File: src/rtl/elevator_call_scheduler.sv
// Elevator call scheduler: captures floor calls and issues SCAN-ordered
// one-hot floor requests with a request strobe and a door dwell.
module elevator_call_scheduler #(
  parameter int STROBE_LEN   = 2,
  parameter int DWELL_CYCLES = 50_000_000
) (
  input  logic       CLK,
  input  logic       reset,
  input  logic [8:1] call_btn,
  input  logic [3:0] cur_floor,
  input  logic       arrived,
  input  logic       emergency_button,
  output logic [8:1] input_floor,
  output logic       in_floor,
  output logic [8:1] pending,
  output logic       busy,
  output logic       dir_up
);

  typedef enum logic [2:0] {
    IDLE,
    SETUP,
    STROBE,
    TRAVEL,
    DWELL,
    HALT
  } state_t;

  localparam logic [7:0]  STB_LOAD = 8'(STROBE_LEN - 1);
  localparam logic [27:0] DWL_LOAD = 28'(DWELL_CYCLES - 1);

  state_t      state, state_n;
  logic [8:1]  btn_meta, btn_sync, btn_prev, rise_q;
  logic [3:0]  target, target_n;
  logic [7:0]  stb_cnt, stb_cnt_n;
  logic [27:0] dwl_cnt, dwl_cnt_n;
  logic [8:1]  input_floor_n, pending_n;
  logic        in_floor_n, dir_up_n, busy_n;
  logic        floor_ok, here_hit, hit_above, hit_below;
  logic [3:0]  lo_above, hi_below;

  function automatic logic [8:1] onehot(input logic [3:0] fl);
    logic [8:1] v;
    v = '0;
    for (int f = 1; f <= 8; f++) v[f] = (fl == 4'(f));
    return v;
  endfunction

  // Edges seen while halted are dropped so held buttons need a re-press.
  always_ff @(posedge CLK) begin
    if (reset) begin
      btn_meta <= '0;
      btn_sync <= '0;
      btn_prev <= '0;
      rise_q   <= '0;
    end else begin
      btn_meta <= call_btn;
      btn_sync <= btn_meta;
      btn_prev <= btn_sync;
      rise_q   <= (state == HALT) ? '0 : (btn_sync & ~btn_prev);
    end
  end

  always_comb begin
    floor_ok  = (cur_floor >= 4'd1) && (cur_floor <= 4'd8);
    here_hit  = 1'b0;
    hit_above = 1'b0;
    hit_below = 1'b0;
    lo_above  = '0;
    hi_below  = '0;
    for (int f = 8; f >= 1; f--) begin
      if (pending[f] && (4'(f) > cur_floor)) begin
        hit_above = 1'b1;
        lo_above  = 4'(f);
      end
    end
    for (int f = 1; f <= 8; f++) begin
      if (pending[f] && (4'(f) < cur_floor)) begin
        hit_below = 1'b1;
        hi_below  = 4'(f);
      end
      if (pending[f] && (4'(f) == cur_floor)) here_hit = 1'b1;
    end
  end

  always_comb begin
    state_n       = state;
    target_n      = target;
    stb_cnt_n     = stb_cnt;
    dwl_cnt_n     = dwl_cnt;
    input_floor_n = input_floor;
    in_floor_n    = in_floor;
    dir_up_n      = dir_up;
    pending_n     = pending | rise_q;
    if (emergency_button) begin
      state_n       = HALT;
      pending_n     = '0;
      input_floor_n = '0;
      in_floor_n    = 1'b0;
      stb_cnt_n     = '0;
      dwl_cnt_n     = '0;
    end else begin
      unique case (state)
        IDLE: begin
          if ((pending != '0) && floor_ok) begin
            state_n = SETUP;
            if (here_hit) begin
              target_n = cur_floor;
            end else if (dir_up) begin
              if (hit_above) begin
                target_n = lo_above;
              end else begin
                target_n = hi_below;
                dir_up_n = 1'b0;
              end
            end else begin
              if (hit_below) begin
                target_n = hi_below;
              end else begin
                target_n = lo_above;
                dir_up_n = 1'b1;
              end
            end
            input_floor_n = onehot(target_n);
          end
        end
        SETUP: begin
          state_n    = STROBE;
          in_floor_n = 1'b1;
          stb_cnt_n  = STB_LOAD;
        end
        STROBE: begin
          if (stb_cnt == '0) begin
            state_n    = TRAVEL;
            in_floor_n = 1'b0;
          end else begin
            stb_cnt_n = stb_cnt - 8'd1;
          end
        end
        TRAVEL: begin
          if ((cur_floor == target) && arrived) begin
            state_n   = DWELL;
            pending_n = (pending | rise_q) & ~input_floor;
            dwl_cnt_n = DWL_LOAD;
          end
        end
        DWELL: begin
          // Door is open: a call for this floor is already being served.
          pending_n = pending | (rise_q & ~input_floor);
          if (dwl_cnt == '0) begin
            state_n       = IDLE;
            input_floor_n = '0;
          end else begin
            dwl_cnt_n = dwl_cnt - 28'd1;
          end
        end
        HALT: begin
          pending_n = pending;
          state_n   = IDLE;
        end
        default: state_n = IDLE;
      endcase
    end
    busy_n = (state_n != IDLE) && (state_n != HALT);
  end

  always_ff @(posedge CLK) begin
    if (reset) begin
      state       <= IDLE;
      target      <= '0;
      stb_cnt     <= '0;
      dwl_cnt     <= '0;
      input_floor <= '0;
      in_floor    <= 1'b0;
      pending     <= '0;
      busy        <= 1'b0;
      dir_up      <= 1'b1;
    end else begin
      state       <= state_n;
      target      <= target_n;
      stb_cnt     <= stb_cnt_n;
      dwl_cnt     <= dwl_cnt_n;
      input_floor <= input_floor_n;
      in_floor    <= in_floor_n;
      pending     <= pending_n;
      busy        <= busy_n;
      dir_up      <= dir_up_n;
    end
  end

endmodule

File: config.mk
export PLATFORM = sky130hd
export DESIGN_NAME = elevator_call_scheduler
export DESIGN_NICKNAME = d
export VERILOG_FILES = /design/src/rtl/elevator_call_scheduler.sv
export SDC_FILE = /design/constraint.sdc
export NUM_CORES = 1
export LEC_CHECK = 0
export CORE_MARGIN = 8
export CORE_UTILIZATION = 45
export DETAILED_ROUTE_END_ITERATION = 16
export DONT_BUFFER_PORTS = 1
export SETUP_SLACK_MARGIN = 0.3
export SYNTH_ARGS = -nofsm -noshare
export SYNTH_HDL_FRONTEND = slang
export SYNTH_SLANG_ARGS = --single-unit
File: constraint.sdc
create_clock -name CLK -period 8.17 [get_ports CLK]
set_clock_uncertainty 0.15 [all_clocks]
set_input_delay 1.634 -clock CLK [delete_from_list [all_inputs] [get_ports CLK]]
set_output_delay 1.634 -clock CLK [all_outputs]
set_load 0.02 [all_outputs]
==> reports/metrics.csv <==
metric,value,unit
hold_viol,0,
fin_crit_sh,42.8,%
ys_seq_elements,94,
start_util,45.8,%
fmax,286,MHz
outcome,completed,
critPathRequiredTime,8.31,ns
yosys_warnings,0,
min_path_cells,1,
critPathKind,in -> reg,
dr.pass1.iters,5,
maxCapViolCount,0,
antenna_found_initial,0,
relSlewSlack,44.6,%
worstReg2RegStart,state[2]$_SDFF_PP0_,
r2r_cells,6,
antennaDiodeCount,0,
grt_max_degree,35,
track_usage,15.6,%
clock_path_buffers,2,
ys_async_sr_fraction,0,%
cts_tree,done,
first_iter_violations,282,
wl,9.92,mm
clk_pin_slew,0.11,ns
fp.dieH,115,um
worst_pin_slew,0.827,ns
finalSetupTns,0,ns
holdBufCountCts,0,
antenna_left,0,
vias_per_cell,5.67,
synthCells,497,
cts_buffers,9,
clock_sinks,94,
maxSlewViolCount,0,
htreeDepth,3,
synth_edf_count,0,
seq_area_frac_synth,42.4,%
vias,3494,
finalSetupViolCount,0,
dieWidth,115,um
post-route-drc-count,0,
r2r_slack,5.08,ns
avgRoutedWirePerCell,16.1,um
startpoint_type,input port,
yosysUniqueCellTypes,69,
dieArea,0.0133,mm^2
hold_class,reg -> reg,
clock-root-buffer,clkbuf_8,
p_leak,1.63,nW
min_period,3.50,ns
hold_end,rise_q[1]$_SDFF_PP0_,
grt_setup_unrepaired,no,
cts-resized-gates,0,
io_buffers,0,
pre_cts_slack,4.31,ns
powerDensity,475,mW/mm^2
synth_area,0.00444,mm^2
max-vdd-ir-drop,0.376,mV
num_io_pins,35,
grt_pass1_wl,16.5,mm
finalCoreUtilization,48.2,%
cts_setup_buffers,0,
syn_to_final_growth,5.22,%
reg2reg_to,dwl_cnt[22]$_SDFFE_PP0P_,
final_nets,496,
drive_gt1_share,8.07,%
layout_setup_ws,4.67,ns
synth_ff_type,dfxtp_1,
finalPower,2.22,mW
dp_hpwl,6.76,mm
cp_max_fo,18,
crit_path_end_kind,register,
min-delay-start,btn_prev[1]$_SDFF_PP0_,
grt_pass1_vias,3291,
place.gp.congestion,0.805,
design.core.area,0.00968,mm^2
synth.net_count,515,
cp.arrival,3.64,ns
num_rows,36,
syn_area_per_cell,8.93,um^2
overflow,0,
clkLatencyLatePin,0.38,ns
==> cells by family after synthesis <==
group                      synth area share (%)
buffers and inverters                      4.03
muxes                                      1.89
xor gates and xnor gates                   5.92
AOI/OAI and AO/OA                          22.4
DFF                                        42.4
adders and majority gates                 0.564
and+or+nand+nor                            22.8
==> registers in the layout, indices dropped and copies added (netlist names) <==
| name | count |
|---|---|
| btn_prev | 8 |
| btn_meta | 8 |
| rise_q | 8 |
| dwl_cnt | 28 |
| stb_cnt | 8 |
| dir_up | 1 |
| in_floor | 1 |
| busy | 1 |
| input_floor | 8 |
| target | 4 |
| pending | 8 |
| state | 3 |
| btn_sync | 8 |
==> how the worst max path moves through the flow <==
stage	to	startpoint	cells after the start
detailed placement	dwl_cnt[22]$_SDFFE_PP0P_	cur_floor[2]	7
global route	dwl_cnt[22]$_SDFFE_PP0P_	cur_floor[2]	7
finish	dwl_cnt[22]$_SDFFE_PP0P_	cur_floor[2]	7
global placement	dwl_cnt[22]$_SDFFE_PP0P_	cur_floor[2]	7
CTS	dwl_cnt[22]$_SDFFE_PP0P_	cur_floor[2]	7
floorplan	input_floor[4]$_SDFFE_PP0P_	cur_floor[2]	8
==> critical path, cell delays in order <==
cell and delay (ns):
xor2_1 0.12, nor3_1 0.20, nand3_1 0.18, nor2_1 0.68, o211ai_4 0.19, or4_1 0.42
a31oi_1 0.20
==> area by class of cell <==
| class | instances | area (um^2) |
|---|---|---|
| multi-input cells | 362 | 2380 |
| fillers | 945 | 5010 |
| flip-flops and latches | 94 | 1880 |
| clock inverters | 7 | 78.8 |
| clock buffers | 9 | 124 |
| well taps | 133 | 166 |
| inverters | 11 | 41.3 |
==> Yosys cell counts, types with 2 or more instances <==
cell type,number,share of area (%)
a2111oi_0,2,0.39
a211oi_1,13,2.2
a21boi_0,3,0.51
a21o_1,5,0.85
a21oi_1,38,4.3
a311oi_1,10,2.0
a31oi_1,2,0.28
a32o_1,7,1.6
a41oi_1,2,0.39
and2_1,2,0.28
and3_1,2,0.28
buf_2,8,0.90
buf_6,2,0.51
clkbuf_1,19,1.6
dfxtp_1,94,42
ha_1,2,0.56
inv_1,10,0.85
mux2i_1,5,1.1
nand2_1,27,2.3
nand2b_1,5,0.70
nand3_1,9,1.0
nand3b_1,3,0.51
nand4_1,2,0.28
nor2_1,37,3.1
nor2_2,2,0.28
nor2b_1,30,4.2
nor3_1,13,1.5
nor3b_1,10,1.7
nor4_1,8,1.1
o211a_1,2,0.45
o211ai_1,4,0.68
o21a_1,6,1.0
o21ai_0,21,2.4
o221ai_1,2,0.39
o22ai_1,7,0.99
o31ai_1,3,0.51
or2_2,6,0.85
or3_1,8,1.1
or4_1,7,1.2
or4_4,2,0.51
xnor2_1,13,2.6
xor2_1,17,3.4
==> stage by stage <==
step | std cells | hold slack [ns] | area [um^2]
global route | 616 | 0.248 | 4670
detailed placement | 600 | 0.228 | 4470
CTS | 616 | 0.244 | 4670
global placement | 600 | 0.228 | 4470
floorplan | 497 | 0.223 | 4440
finish | 616 | 0.242 | 4670
==> cell usage in the layout, fill, tap and decap left out, types with 3 or more instances in the layout <==
cell type   n
a211oi_1   13
a21boi_0    3
a21o_1      5
a21oi_1    38
a311oi_1   10
a32o_1      7
clkbuf_8    9
dfxtp_1    94
inv_1      10
inv_8       4
mux2i_1     5
nand2_1    27
nand2b_1    5
nand3_1     9
nand3b_1    3
nor2_1     37
nor2b_1    30
nor3_1     13
nor3b_1    10
nor4_1      8
o211ai_1    4
o21a_1      6
o21ai_0    21
o22ai_1     7
o31ai_1     3
or2_2       6
or3_1       8
or4_1       7
xnor2_1    13
xor2_1     17
==> metal layers <==
metal	vias to the layer above	share of wire, %	track usage, %
met2	67	45	24.4
li1	1783	-	-
met1	1633	48	20.0
met5	-	0	0
met4	0	1.2	5.78
met3	11	5.5	4.20
==> power breakdown <==
group,internal (mW),switching [mW]
combinational,0.531,0.742
clock,0.124,0.192
sequential,0.545,0.0845
total,1.20,1.02
Note: power is estimated with default switching activity, not from simulation.
